**src/rtl/sha256_feeder_pkg.sv**
```systemverilog
// Shared types and widths for the SHA-256 stream feeder.
// State encoding plus word, hash and counter widths.
package sha256_feeder_pkg;

  localparam int SHA_WORD_W   = 32;
  localparam int SHA_HASH_W   = 256;
  localparam int BYTE_COUNT_W = 32;

  typedef enum logic [2:0] {
    S_IDLE,
    S_START,
    S_PACK,
    S_SEND,
    S_GAP,
    S_WAIT_DONE,
    S_REPORT
  } state_t;

endpackage

```
**src/rtl/sha256_byte_packer.sv**
```systemverilog
// Packs bytes big-endian into a 32-bit word, zero-filling unused lanes.
// word/full/last_seen already include the byte accepted this cycle.
module sha256_byte_packer
  import sha256_feeder_pkg::*;
(
  input  logic                  clk,
  input  logic                  rst_n,
  input  logic                  clear,
  input  logic                  accept,
  input  logic [7:0]            data,
  input  logic                  last,
  output logic [SHA_WORD_W-1:0] word,
  output logic                  full,
  output logic                  last_seen
);

  logic [1:0]            idx_q;
  logic [SHA_WORD_W-1:0] word_q;
  logic                  last_q;

  always_comb begin
    word = word_q;
    if (accept) begin
      unique case (idx_q)
        2'd0: word[31:24] = data;
        2'd1: word[23:16] = data;
        2'd2: word[15:8]  = data;
        2'd3: word[7:0]   = data;
      endcase
    end
  end

  assign full      = accept && (idx_q == 2'd3);
  assign last_seen = last_q || (accept && last);

  always_ff @(posedge clk or negedge rst_n) begin
    if (!rst_n) begin
      idx_q  <= 2'd0;
      word_q <= '0;
      last_q <= 1'b0;
    end else if (clear) begin
      idx_q  <= 2'd0;
      word_q <= '0;
      last_q <= 1'b0;
    end else if (accept) begin
      idx_q  <= idx_q + 2'd1;
      word_q <= word;
      last_q <= last_q || last;
    end
  end

endmodule

```
**src/rtl/sha256_stream_feeder.sv**
```systemverilog
// Byte stream to sha256_processor word feeder with done wait and hash capture.
// Outputs are registered from the next state so they align with it.
module sha256_stream_feeder
  import sha256_feeder_pkg::*;
#(
  parameter int unsigned GAP_CYCLES   = 1,
  parameter int unsigned DONE_TIMEOUT = 4096
) (
  input  logic                    clk,
  input  logic                    rst_n,
  input  logic                    req,
  input  logic [7:0]              s_byte,
  input  logic                    s_valid,
  input  logic                    s_last,
  output logic                    s_ready,
  output logic                    sha_start,
  output logic [SHA_WORD_W-1:0]   sha_data,
  output logic                    sha_valid,
  output logic                    sha_last,
  input  logic                    sha_done,
  input  logic [SHA_HASH_W-1:0]   sha_hash,
  output logic [SHA_HASH_W-1:0]   hash,
  output logic                    hash_valid,
  output logic [BYTE_COUNT_W-1:0] byte_count,
  output logic                    busy,
  output logic                    error
);

  localparam logic [31:0] GAP_END = 32'(GAP_CYCLES - 1);
  localparam logic [31:0] TMO_END = 32'(DONE_TIMEOUT - 1);

  state_t state_q, state_d;
  logic [31:0] gap_q;
  logic [31:0] tmo_q;

  logic                  accept;
  logic                  clear;
  logic                  to_hit;
  logic [SHA_WORD_W-1:0] pk_word;
  logic                  pk_full;
  logic                  pk_last;

  assign accept = s_valid && s_ready;
  assign clear  = (state_q == S_IDLE) || (state_q == S_SEND);
  assign to_hit = (state_q == S_WAIT_DONE) && !sha_done
               && (tmo_q == TMO_END);

  sha256_byte_packer u_packer (
    .clk       (clk),
    .rst_n     (rst_n),
    .clear     (clear),
    .accept    (accept),
    .data      (s_byte),
    .last      (s_last),
    .word      (pk_word),
    .full      (pk_full),
    .last_seen (pk_last)
  );

  always_comb begin
    state_d = state_q;
    unique case (state_q)
      S_IDLE:      if (req) state_d = S_START;
      S_START:     state_d = S_PACK;
      S_PACK:      if (pk_full || (accept && s_last)) state_d = S_SEND;
      S_SEND:      state_d = sha_last ? S_WAIT_DONE : S_GAP;
      S_GAP:       if (gap_q == GAP_END) state_d = S_PACK;
      S_WAIT_DONE: begin
        if (sha_done)    state_d = S_REPORT;
        else if (to_hit) state_d = S_IDLE;
      end
      S_REPORT:    state_d = S_IDLE;
      default:     state_d = S_IDLE;
    endcase
  end

  always_ff @(posedge clk or negedge rst_n) begin
    if (!rst_n) begin
      state_q    <= S_IDLE;
      gap_q      <= '0;
      tmo_q      <= '0;
      s_ready    <= 1'b0;
      sha_start  <= 1'b0;
      sha_data   <= '0;
      sha_valid  <= 1'b0;
      sha_last   <= 1'b0;
      hash       <= '0;
      hash_valid <= 1'b0;
      byte_count <= '0;
      busy       <= 1'b0;
      error      <= 1'b0;
    end else begin
      state_q    <= state_d;
      gap_q      <= (state_q == S_GAP) ? gap_q + 32'd1 : '0;
      tmo_q      <= (state_q == S_WAIT_DONE) ? tmo_q + 32'd1 : '0;
      s_ready    <= (state_d == S_PACK);
      sha_start  <= (state_d == S_START);
      sha_valid  <= (state_d == S_SEND);
      sha_last   <= (state_d == S_SEND) && pk_last;
      hash_valid <= (state_d == S_REPORT);
      busy       <= (state_q != S_IDLE);
      error      <= to_hit;
      if (state_d == S_SEND) sha_data <= pk_word;
      if ((state_q == S_WAIT_DONE) && sha_done) hash <= sha_hash;
      // count restarts on a new request so the last total stays readable
      if ((state_q == S_IDLE) && req) byte_count <= '0;
      else if (accept)                byte_count <= byte_count + 32'd1;
    end
  end

endmodule

```
**config.mk**
```make
export PLATFORM = sky130hd
export DESIGN_NAME = sha256_stream_feeder
export DESIGN_NICKNAME = d
export VERILOG_FILES = /design/src/rtl/sha256_feeder_pkg.sv /design/src/rtl/sha256_byte_packer.sv /design/src/rtl/sha256_stream_feeder.sv
export SDC_FILE = /design/constraint.sdc
export NUM_CORES = 1
export LEC_CHECK = 0
export BUFFER_PORTS_ARGS = -buffer_cell sky130_fd_sc_hd__buf_4
export CAP_MARGIN = 20
export CORE_AREA = 2 2 234 236
export CTS_CLUSTER_DIAMETER = 40
export DETAILED_ROUTE_END_ITERATION = 8
export DIE_AREA = 0 0 236 238
export GPL_TIMING_DRIVEN = 1
export PLACE_DENSITY_LB_ADDON = 0.12
export SLEW_MARGIN = 5
export SYNTH_ARGS = -nofsm -noshare
export SYNTH_HDL_FRONTEND = slang
export SYNTH_SLANG_ARGS = --single-unit
export TNS_END_PERCENT = 100
```
**constraint.sdc**
```tcl
create_clock -name clk -period 5.1 [get_ports clk]
set_input_delay 0.255 -clock clk [delete_from_list [all_inputs] [get_ports clk]]
set_output_delay 0.255 -clock clk [all_outputs]
set_load 0.05 [all_outputs]
```
* Yosys cells after proc, flatten, opt, wreduce, memory -nomap -nowiden *
Index checks and enable logic that the tools add are counted.

storage, ports and cells
  input bits = 270
  bits in writable memories = 0
  word-level logic and storage cells = 74
  ROM bits = 0
  latch bits = 0
  memories kept = 0
  output and inout port bits = 327
  register bits after elaboration = 429

cells by class
  equal/unequal tests = 13
  shift-type cells = 0
  divide/modulo/power cells = 0
  mux-type cells = 22
  magnitude comparators = 0
  multipliers = 0
  reduce and logical (&&, ||, !) cells = 19
  add/subtract/negate cells = 4
  bitwise logic cells = 0

operators with widths
  kind                     number
  $mux W32                 7
  $add A32 B1 Y32 const B  3
  $eq A32 B12 Y1 const B   1
  $logic_not A32 Y1        1
  $mux W8                  4
  $pmux W3 S6              1
  $mux W3                  5
  $eq A3 B2 Y1 const B     4
  $eq A3 B3 Y1 const B     3
  $logic_and A1 B1 Y1      8
  $eq A3 B1 Y1 const B     2
  $eq A2 B2 Y1 const B     2
  $logic_or A1 B1 Y1       4
  $mux W2                  2
  $reduce_bool A2 Y1       2
  $logic_not A3 Y1         1
  $mux W1                  3
  $reduce_bool A3 Y1       1
  $add A2 B1 Y2 const B    1
  $eq A2 B1 Y1 const B     1
  $logic_not A2 Y1         1
  $logic_not A1 Y1         1

* Depth between registers and ports, before layout *
Gate-level depths: netlist of run 1.

  word-level depth = 8
  mapped depth = 9
  gate-level depth less buffers = 6

* Hierarchy *
Synthesis of run 1 repeated with hierarchy kept, for this count alone.

unflattened totals
  cell total of the unflattened synthesis = 1377
  area total of the unflattened synthesis = 18315.1 um^2

modules (own cells, without submodules)
  module                instances  sequential area each (um^2)  cells an instance  area an instance (um^2)
  sha256_stream_feeder  1          9859.5                       1210               16208.0
  sha256_byte_packer    1          875.8                        167                2107.0

* Least setup slack after synthesis of run 1 *
OpenSTA, ideal clock, no wires.

  kind = register to register
  from = register byte_count[5]
  to = register byte_count[24]
  period minus slack after synthesis = 2.110 ns
  data required time = 5.022 ns
  buffers on the path = 1
  setup time = 0.078 ns
  slack = 2.990 ns
  arrival time = 2.032 ns
  cell stages (with the launch flop) = 6
  path through = dfrtp_1 -> and4_1 -> nand3_1 -> clkbuf_1 -> or4_1 -> a21oi_1

on the way
  cells in the longest elaborated chain, start to end = 3

RTL lines
  item                    line                         RTL
  from (decl)             sha256_stream_feeder.sv:24   output logic [BYTE_COUNT_W-1:0] byte_count,
  from (signal assigned)  sha256_stream_feeder.sv:107  else if (accept) byte_count <= byte_count + 32'd1;
  $add A32 B1 Y32         sha256_stream_feeder.sv:107
  $mux W32                sha256_stream_feeder.sv:107
  $mux W32                sha256_stream_feeder.sv:106  if ((state_q == S_IDLE) && req) byte_count <= '0;

Every way passes these cells. The select of a mux whose other input is x is not followed.
A chain may end at the register's enable or synchronous reset.

* Worst setup path after layout of run 1 *
  from = register state_q[0]
  to = register byte_count[18]

on the way
  cells in the longest elaborated chain, start to end = 3
  elaborated cells between the ends (all ways) = 4
  those cells by class = mux: 1; reduce/logical: 3

RTL lines
  item                                            line                         RTL
  from (decl)                                     sha256_stream_feeder.sv:32   state_t state_q, state_d;
  from (signal assigned)                          sha256_stream_feeder.sv:93   state_q <= state_d;
  $logic_not A3 Y1 *                              sha256_stream_feeder.sv:106
  $logic_and A1 B1 Y1 *                           sha256_stream_feeder.sv:106
  $mux W32 or $reduce_bool A2 Y1 (tied branches)  --

Every way passes the cells marked *; elsewhere a longest branch is shown, timed or not.

==> out/qor.log, run 1 <==
[sta] Max Transition Viols Final 0
[clocking] setup repair bufs after CTS 0
[layout] layout cells sized above 1 0.444
[sta] final-report setup violation count 0
[drt] sum of routed wire length over all layers 61400 µm
[setup_path] startpoint type of the worst setup path register
[place] placer congestion estimate 0.839
[job] Max Cap Viol 0
[global_route] sum of overflow across all layers after global routing 0
[pwr] worst vdd rail ir drop 0.292 mV
[clocking] later-pin clock latency in the skew report 610 ps
[drt] remaining number of nets flagged by the antenna check after routing 0
[worst_hold_path] startpoint of the tightest hold check path s_valid
[sta] unrepaired setup endpoints after global routing false
[layout] Synth-to-Final Area Change 62.2%
[sta] pin slew with the least headroom to its limit 1020 ps
[clocking] Num CTS Buffers 82
[sta] final critical path time including I/O delays and setup 2510 ps
[global_route] met2 routing resource usage after global routing 0.358
[clocking] buffers from clock root to sink, at most 3
[floorplan] initial cell density of the core 0.328
[floorplan] area of the core 53500 µm²
[setup_path] crit path capture type register
[global_route] initial antenna violation count 13
[clocking] clock tree from TritonCTS yes
[setup_path] first element of the critical path state_q[0]
[clocking] Clock Root Buffer sky130_fd_sc_hd__clkbuf_16
[setup_path] Max Fanout on Critical Path 31
[drt] starting DRC count in detailed routing 759
[setup_path] Worst R2R Setup Slack 2590 ps
[synth] commonest cells in the synthesized netlist 429 x sky130_fd_sc_hd__dfrtp_1, 256 x sky130_fd_sc_hd__mux2_2, 79 x sky130_fd_sc_hd__nand2_1
[global_route] most used routing layer met2
[pwr] Leakage 13.8 nW
[setup_path] crit path cell chain or4b_4 > inv_6 > o21ai_2 > or4_1 > a21oi_1
[sta] Max Clk Rate 399 MHz
[global_route] met1 track utilization from global routing 0.253
[setup_path] critical path required time 5620 ps
[floorplan] die width 236 µm
[sta] post-route clock period utilization 0.491
[floorplan] total die area 56200 µm²
[global_route] global-route wire length before repair 91400 µm
[synth] number of distinct library cell variants in the gate-level netlist after synthesis 46
[global_route] number of global-route vias before repair 14770
[clocking] depth of the CTS H-tree 3
[layout] count of nets after finishing 2510
[worst_hold_path] type of the worst min-delay path input pin to register
[synth] ys async rst share 1.00
[synth] top cell type by total area after synthesis sky130_fd_sc_hd__dfrtp_1
[setup_path] worst-path cell with the longest stage delay sky130_fd_sc_hd__or4b_4
[setup_path] Crit path arrival time 3020 ps
[synth] prevailing post-synth register cell sky130_fd_sc_hd__dfrtp_1
[synth] combined area of all synthesized cells 17500 µm²
[sta] hold slack 101 ps
[synth] top area cells in the synthesized netlist sky130_fd_sc_hd__dfrtp_1 61%, sky130_fd_sc_hd__mux2_2 16%, sky130_fd_sc_hd__mux2i_1 2.3%, sky130_fd_sc_hd__nand2_1 1.7%, sky130_fd_sc_hd__o21ai_0 1.7%
[drt] average detailed-routed wire length per instance 20.4 µm
[floorplan] number of placement rows 85
[outcome] status completed
[clocking] post-cts resize count 0
[synth] number of nets in the synthesized netlist 1627
[synth] most numerous cell in the Yosys netlist sky130_fd_sc_hd__dfrtp_1
[floorplan] I/O pin total 597
[setup_path] startpoint of the most critical register-to-register path state_q[0]
[global_route] met3 routing resource usage after global routing 0.0635
[floorplan] vertical extent of the die 238 µm
[synth] post-synthesis sequential element count 429
[synth] Avg Synthesized Cell Area 13.0 µm²
[sta] Hold Fails Final Rpt 0
[global_route] largest net degree at the start of global routing 159
[drt] per-cell via count in the routed design 4.78
[place] DP Wirelength 44200 µm
[synth] number of warnings issued by yosys 0
[clocking] clock transition at the registers of the reported paths 50 ps
[setup_path] worst setup path class register to register
[sta] TNS Setup 0 ps
[synth] Synth Instances 1349
[clocking] hold bufs inserted after CTS 267
[layout] Layout Utilization 0.532
[drt] number of iterations in the first detailed-routing pass 5
[pwr] total power draw 15.0 mW
[place] worst slack at placement 2610 ps
[drt] Via Count 14368
[global_route] global-route usage over all layers 0.213
[synth] sequential share of the synthesized area 0.612
[sta] final setup margin 2590 ps
[place] total of buffers placed on input and output ports 596
[sta] worst-case headroom to the max-slew limit 0.322
[sta] worst clock skew 30.2 ps
[setup_path] slowest cell delay on critical path 710 ps
[synth] number of enable flip-flop cells after synthesis 0
[synth] share of Yosys cell area claimed by the top area cell type 0.612
[pwr] areal power density over the cells 527 nW/µm²
[clocking] Clock Sink Count 429
[drt] DRC violation count after routing 0
## per-stage QoR
step / cell area, µm² / instances
detailed placement: 22700 / 2576
global route: 28400 / 2999
global placement: 22700 / 2576
floorplan: 17500 / 1349
CTS: 28400 / 2994
finish: 28400 / 3004
## cell type report
type	count	area, µm²
fill	4614	25100
inverter	13	53.8
multi-input combinational	835	6420
sequential	429	10700
clock buffer	92	2170
antenna	9	22.5
clock inverter	59	891
tap	696	871
timing repair buffer	871	7280
## cells in the final DEF, fill, tap and decap left out, types with 35 or more instances in the layout
master | synthesis | routed
sky130_fd_sc_hd__mux2i_1 | 41 | 41
sky130_fd_sc_hd__buf_4 | 0 | 598
sky130_fd_sc_hd__dlygate4sd3_1 | 0 | 267
sky130_fd_sc_hd__mux2_2 | 256 | 256
sky130_fd_sc_hd__dfrtp_1 | 429 | 429
sky130_fd_sc_hd__o21ai_0 | 59 | 59
sky130_fd_sc_hd__nor2_1 | 74 | 73
sky130_fd_sc_hd__nand4_1 | 35 | 35
sky130_fd_sc_hd__clkbuf_16 | 0 | 82
sky130_fd_sc_hd__a21oi_1 | 54 | 54
sky130_fd_sc_hd__nand2_1 | 79 | 79
## metal layers
layer  part of all wire  wire length, µm
met1               0.40            24500
met2               0.49            30100
met3              0.071             4360
met4              0.038             2340
met5            0.00064               39
## sequential cells by signal, summed over array words and instances, names as in the netlist
name and count:
busy 1, byte_count 32, error 1, gap_q 32
hash 256, hash_valid 1, s_ready 1, sha_data 32
sha_last 1, sha_start 1, sha_valid 1, state_q 3
tmo_q 32, u_packer.idx_q 2, u_packer.last_q 1, u_packer.word_q 32
## power by group
group | leakage (nW) | switching (mW) | internal (mW)
Sequential | 5.84 | 0.371 | 4.02
Combinational | 6.54 | 3.10 | 1.53
Clock | 1.46 | 1.95 | 4.01
Total | 13.8 | 5.42 | 9.57
## cells by family (layout without fill, tap and decap cells)
group / Yosys count / in the layout / synth area share
buffers and inverters: 85 / 1035 / 0.0227
AO/OA/AOI/OAI: 149 / 149 / 0.0489
other: 0 / 9 / 0
multiplexers: 297 / 297 / 0.188
flip-flops: 429 / 429 / 0.612
adder cells (fa/ha/maj): 8 / 8 / 0.00571
XOR/XNOR: 32 / 32 / 0.0160
AND/OR/NAND/NOR: 349 / 349 / 0.107
## path summary, 6_finish.rpt
| path | to | cells after the start |
|---|---|---|
| max | byte_count[18] | 5 |
| min | byte_count[1] | 4 |
| max reg2reg | byte_count[18] | 5 |
| min reg2reg | sha_data[24] | 2 |
| max in group asynchronous | hash[199] | 3 |
| min in group asynchronous | u_packer.word_q[28] | 2 |
## critical path, delay by kind of cell, from the launching register on
| kind | cells | cell delay [ps] |
|---|---|---|
| AND/OR/NAND/NOR | 2 | 1270 |
| buffers and inverters | 1 | 260 |
| flip-flops | 1 | 480 |
| AO/OA/AOI/OAI | 2 | 410 |
No activity file was read; power rests on OpenSTA's default activity.
==> inputs of run 2 (changes only) <==
clock period = 2.29 ns   (was 5.1 ns; I/O delays follow)
==> out/qor.log, run 2 (same netlist as run 1, synthesis figures left out) <==
[clocking] clock transition at the registers of the reported paths 50 ps [about the same]
[floorplan] die width 236 µm [unchanged]
[clocking] Clock Sink Count 429 [unchanged]
[global_route] initial antenna violation count 16 [+3]
[place] worst slack at placement 89.1 ps [-2520 ps]
[sta] Hold Fails Final Rpt 0 [unchanged]
[drt] number of iterations in the first detailed-routing pass 4 [-1]
[drt] Via Count 14570 [+1.4%]
[setup_path] first element of the critical path state_q[2]
[drt] met2 WL post-DR 30800 µm [+2.4%]
[drt] starting DRC count in detailed routing 725 [-4.5%]
[drt] DRC violation count after routing 0 [unchanged]
[place] DP Wirelength 45400 µm [+2.8%]
[layout] flip-flop count of the largest register after layout 256 [unchanged]
[drt] sum of routed wire length over all layers 61600 µm [+0.30%]
[clocking] Num CTS Buffers 76 [-7.3%]
[sta] unrepaired setup endpoints after global routing false
[drt] remaining number of nets flagged by the antenna check after routing 0 [unchanged]
[clocking] depth of the CTS H-tree 3 [unchanged]
[layout] Layout Utilization 0.529 [-0.00320]
[drt] average detailed-routed wire length per instance 20.4 µm [about the same]
[setup_path] worst setup path class register to register
[drt] met3 routed wirelength 3960 µm [-9.3%]
[layout] highest-count cells in the layout ignoring fill and taps 623 x sky130_fd_sc_hd__buf_4, 429 x sky130_fd_sc_hd__dfrtp_1, 270 x sky130_fd_sc_hd__dlygate4sd3_1
[outcome] status completed
[pwr] total power draw 31.6 mW [+110%]
[global_route] global-route wire length before repair 92900 µm [+1.6%]
[floorplan] I/O pin total 597 [unchanged]
[floorplan] area of the core 53500 µm² [unchanged]
[drt] Routed met1 length 24800 µm [+0.91%]
[worst_hold_path] type of the worst min-delay path input pin to asynchronous set/reset pin
[setup_path] Crit path arrival time 2680 ps [-340 ps]
[clocking] buffers from clock root to sink, at most 3 [unchanged]
[place] total of buffers placed on input and output ports 596 [unchanged]
[global_route] number of global-route vias before repair 15191 [+2.9%]
[layout] count of nets after finishing 2536 [+1.0%]
[floorplan] total die area 56200 µm² [unchanged]
[layout] Synth-to-Final Area Change 61.2%
[sta] worst-case headroom to the max-slew limit 0.555 [+0.233]
[sta] Max Clk Rate 455 MHz [+14%]
[floorplan] vertical extent of the die 238 µm [unchanged]
[pwr] worst vdd rail ir drop 0.748 mV [+160%]
[sta] TNS Setup 0 ps [unchanged]
[clocking] clock tree from TritonCTS yes
[sta] hold slack 73.5 ps [-27.6 ps]
[pwr] areal power density over the cells 1120 nW/µm² [+110%]
[place] placer congestion estimate 0.839 [about the same]
[floorplan] number of placement rows 85 [unchanged]
[floorplan] initial cell density of the core 0.328 [unchanged]
[layout] layout cells sized above 1 0.445 [+0.00173]
[global_route] largest net degree at the start of global routing 68 [-57%]
[drt] per-cell via count in the routed design 4.83 [+1.0%]
[sta] worst clock skew 28.6 ps [-1.58 ps]
[layout] register bank with the most flops hash
[layout] most common library cell in the layout ignoring fill and taps sky130_fd_sc_hd__buf_4
[sta] final-report setup violation count 0 [unchanged]
[setup_path] critical path required time 2770 ps [-2850 ps]
[global_route] sum of overflow across all layers after global routing 0 [unchanged]
[setup_path] crit path capture type register
[sta] post-route clock period utilization 0.960 [+0.469]
[sta] Max Transition Viols Final 0 [unchanged]
[clocking] later-pin clock latency in the skew report 600 ps [about the same]
[pwr] Leakage 13.8 nW [-0.42%]
[setup_path] Max Fanout on Critical Path 10 [-68%]
[sta] pin slew with the least headroom to its limit 667 ps [-350 ps]
[clocking] Clock Root Buffer sky130_fd_sc_hd__clkbuf_16
[clocking] setup repair bufs after CTS 0 [unchanged]
[setup_path] startpoint type of the worst setup path register
[sta] final critical path time including I/O delays and setup 2200 ps [-306 ps]
[setup_path] startpoint of the most critical register-to-register path state_q[2]
[drt] Top Metal Used met5
[global_route] global-route usage over all layers 0.216 [+0.00298]
[sta] final setup margin 90.7 ps [-2500 ps]
[job] Max Cap Viol 0 [unchanged]
-- run 2: cell count changes in the layout (fill, tap and decap cells not counted), moves of 3 or more --
cell / delta
sky130_fd_sc_hd__buf_12: +5
sky130_fd_sc_hd__buf_4: +25
sky130_fd_sc_hd__bufinv_16: -13
sky130_fd_sc_hd__clkbuf_1: +6
sky130_fd_sc_hd__clkinv_4: -3
sky130_fd_sc_hd__diode_2: -6
sky130_fd_sc_hd__dlygate4sd3_1: +3
-- run 2: routing by layer --
metal	track usage	up-vias
met5	0	-
met4	0.0789	16
met3	0.0614	124
met2	0.372	440
met1	0.258	7267
li1	-	6723
-- run 2: report_power, final --
group | switching (mW) | internal, mW | total, mW | leakage (nW)
combinational | 6.99 | 3.52 | 10.5 | 6.70
clock | 4.03 | 7.32 | 11.4 | 1.24
sequential | 0.752 | 8.96 | 9.71 | 5.84
total | 11.8 | 19.8 | 31.6 | 13.8
-- run 2: final cells by class --
class / instances / area, µm²
inverter: 13 / 53.8
clock buffer: 98 / 2170
tap: 696 / 871
fill: 4610 / 25200
antenna: 3 / 7.51
multi-input combinational: 835 / 6430
clock inverter: 39 / 434
sequential: 429 / 10700
timing repair buffer: 903 / 7570
-- run 2: final timing paths --
kind                                 end  slack (ps)  cells after the start
setup reg to reg                 s_ready          90                      7
max in group asynchronous  byte_count[6]        1340                      3
min in group clk                hash[94]         300                      3
hold / removal                  tmo_q[4]          70                      2
hold reg to reg              sha_data[6]         480                      2
setup / recovery                 s_ready          90                      7
-- run 2: metrics by stage --
step | cells | cell area [µm²]
5_1_grt | 3015 | 28300
3_5_place_dp | 2606 | 22900
6_report | 3016 | 28300
3_3_place_gp | 2606 | 22900
2_1_floorplan | 1349 | 17500
4_1_cts | 3013 | 28300
-- run 2: what timing repair did --
item / in CTS / in global routing
endpoints found under the hold margin: 712 / 0
resized for setup: 0 / 3
endpoints found under the setup margin: 0 / 8
hold buffers: 270 / 0
-- run 2: critical path, stage by stage, from the launching register on --
cell,delay (ps)
sky130_fd_sc_hd__dfrtp_1,370
sky130_fd_sc_hd__buf_4,170
sky130_fd_sc_hd__nand2b_4,150
sky130_fd_sc_hd__or4_4,500
sky130_fd_sc_hd__dlygate4sd3_1,570
sky130_fd_sc_hd__inv_1,70
sky130_fd_sc_hd__a311oi_1,70
sky130_fd_sc_hd__o2111a_1,180
==> inputs of run 3 (changes only) <==
REMOVE_ABC_BUFFERS = 1   (was not set)
==> out/qor.log, run 3 (same netlist as run 1, synthesis figures left out) <==
[outcome] status completed
[place] placer congestion estimate 0.876 [+4.4%]
[global_route] met3 routing resource usage after global routing 0.0770 [+0.0156]
[layout] flip-flop count of the largest register after layout 256 [unchanged]
[global_route] most used routing layer met2
[clocking] setup repair bufs after CTS 0 [unchanged]
[floorplan] total die area 56200 µm² [unchanged]
[clocking] depth of the CTS H-tree 3 [unchanged]
[global_route] global-route wire length before repair 93700 µm [+0.79%]
[clocking] later-pin clock latency in the skew report 600 ps [about the same]
[layout] most common library cell in the layout ignoring fill and taps sky130_fd_sc_hd__buf_4
[floorplan] number of placement rows 85 [unchanged]
[pwr] areal power density over the cells 1120 nW/µm² [about the same]
[layout] Synth-to-Final Area Change 61.9%
[setup_path] worst setup path class register to register
[global_route] largest net degree at the start of global routing 75 [+10%]
[clocking] Num CTS Buffers 76 [unchanged]
[sta] worst-case headroom to the max-slew limit 0.549 [-0.00610]
[setup_path] Crit path arrival time 2630 ps [-50 ps]
[floorplan] initial cell density of the core 0.328 [unchanged]
[clocking] Clock Root Buffer sky130_fd_sc_hd__clkbuf_16
[global_route] met1 track utilization from global routing 0.268 [+0.0108]
[pwr] Leakage 13.9 nW [+0.61%]
[place] total of buffers placed on input and output ports 596 [unchanged]
[layout] count of nets after finishing 2538 [+0.079%]
[sta] Max Clk Rate 469 MHz [+3.2%]
[global_route] number of global-route vias before repair 14996 [-1.3%]
[setup_path] startpoint type of the worst setup path register
[sta] Max Transition Viols Final 0 [unchanged]
[setup_path] R2R depth 5 [-2]
[sta] unrepaired setup endpoints after global routing false
[drt] starting DRC count in detailed routing 621 [-14%]
[layout] filler cell count in the final layout 4630 [+0.43%]
[setup_path] critical path required time 2790 ps [+20 ps]
[sta] final setup margin 159 ps [+68.1 ps]
[job] Max Cap Viol 0 [unchanged]
[clocking] clock transition at the registers of the reported paths 50 ps [about the same]
[sta] pin slew with the least headroom to its limit 676 ps [+9.15 ps]
[place] worst slack at placement 52.5 ps [-36.6 ps]
[floorplan] I/O pin total 597 [unchanged]
[global_route] sum of overflow across all layers after global routing 0 [unchanged]
[sta] Hold Fails Final Rpt 0 [unchanged]
[pwr] total power draw 31.7 mW [+0.50%]
[sta] final-report setup violation count 0 [unchanged]
[sta] post-route clock period utilization 0.931 [-0.0297]
[layout] layout cells sized above 1 0.451 [+0.00526]
[drt] Via Count 14579 [+0.062%]
[clocking] clock tree from TritonCTS yes
[drt] DRC violation count after routing 0 [unchanged]
[setup_path] crit path capture type register
[drt] remaining number of nets flagged by the antenna check after routing 0 [unchanged]
[floorplan] die width 236 µm [unchanged]
[global_route] global-route usage over all layers 0.219 [+0.00301]
[place] DP Wirelength 45800 µm [+0.83%]
[floorplan] vertical extent of the die 238 µm [unchanged]
[drt] average detailed-routed wire length per instance 20.5 µm [+0.62%]
[setup_path] Max Fanout on Critical Path 11 [+1]
[clocking] buffers from clock root to sink, at most 3 [unchanged]
[layout] highest-count cells in the layout ignoring fill and taps 621 x sky130_fd_sc_hd__buf_4, 429 x sky130_fd_sc_hd__dfrtp_1, 268 x sky130_fd_sc_hd__dlygate4sd3_1
[sta] final critical path time including I/O delays and setup 2130 ps [-68.1 ps]
[drt] per-cell via count in the routed design 4.82 [-0.27%]
[drt] number of iterations in the first detailed-routing pass 4 [unchanged]
[global_route] met2 routing resource usage after global routing 0.352 [-0.0201]
[sta] worst clock skew 25.6 ps [-3.05 ps]
[global_route] initial antenna violation count 10 [-6]
[layout] register bank with the most flops hash
[floorplan] area of the core 53500 µm² [unchanged]
[drt] sum of routed wire length over all layers 62200 µm [+0.95%]
[pwr] worst vdd rail ir drop 0.623 mV [-17%]
[worst_hold_path] type of the worst min-delay path input pin to asynchronous set/reset pin
[clocking] Clock Sink Count 429 [unchanged]
[run 3: changes by cell type in the layout (fill, tap and decap cells not counted), sizes merged]
cell and change:
inv +6, buf +4, dlygate4sd3 -2, clkinvlp -2, diode +6, clkbuf -10
bufinv +1, clkinv +7
[run 3: cell type report]
cell class / count / area, µm² / area share
inverter: 13 / 53.8 / 0.00189
clock buffer: 88 / 2110 / 0.0744
multi-input combinational: 835 / 6420 / 0.226
sequential: 429 / 10700 / 0.378
timing repair buffer: 905 / 7660 / 0.270
antenna: 9 / 22.5 / 0.000793
tap: 696 / 871 / 0.0307
clock inverter: 51 / 528 / 0.0186
[run 3: path summary, 6_finish.rpt]
path / startpoint / slack [ps] / to
setup reg to reg: tmo_q[4] / 160 / tmo_q[19]
setup / recovery: tmo_q[4] / 160 / tmo_q[19]
max in group asynchronous: rst_n / 1380 / tmo_q[3]
min in group clk: req / 150 / sha_start
hold reg to reg: sha_data[24] / 480 / sha_data[24]
hold / removal: rst_n / 80 / hash[140]
[run 3: critical path, stage by stage (launching register included)]
cell and delay [ps]:
sky130_fd_sc_hd__dfrtp_1 440, sky130_fd_sc_hd__nand4_2 160, sky130_fd_sc_hd__or4_1 740, sky130_fd_sc_hd__buf_4 240, sky130_fd_sc_hd__or3_1 310, sky130_fd_sc_hd__a21oi_1 150
[run 3: what timing repair did]
action                                  in CTS  in global routing
endpoints found under the hold margin      684                  0
endpoints found under the setup margin       0                 11
hold buffers                               268                  0
resized for setup                            0                  2
[run 3: stage by stage]
step                      area, µm²   util  TNS [ps]  hold WS, ps  std cells
after floorplan               17200      -  -1312880         -181       1277
after global placement        23100  0.431         0          110       2610
after detailed placement      23100  0.431         0          101       2610
after CTS                     28400  0.530         0         76.6       3017
after global routing          28400  0.531         0          108       3024
final                         28400  0.531         0         84.8       3026
[run 3: metal layers]
layer,vias up,wire [µm],part of all wire
met5,-,119,0.0019
met4,4,2090,0.034
met3,124,5110,0.082
met2,442,29600,0.48
met1,7282,25200,0.41
li1,6727,-,-
[run 3: power by group]
| group | internal, mW | switching, mW |
|---|---|---|
| Clock | 7.37 | 4.12 |
| Combinational | 3.53 | 7.00 |
| Sequential | 8.96 | 0.750 |
| Total | 19.9 | 11.9 |
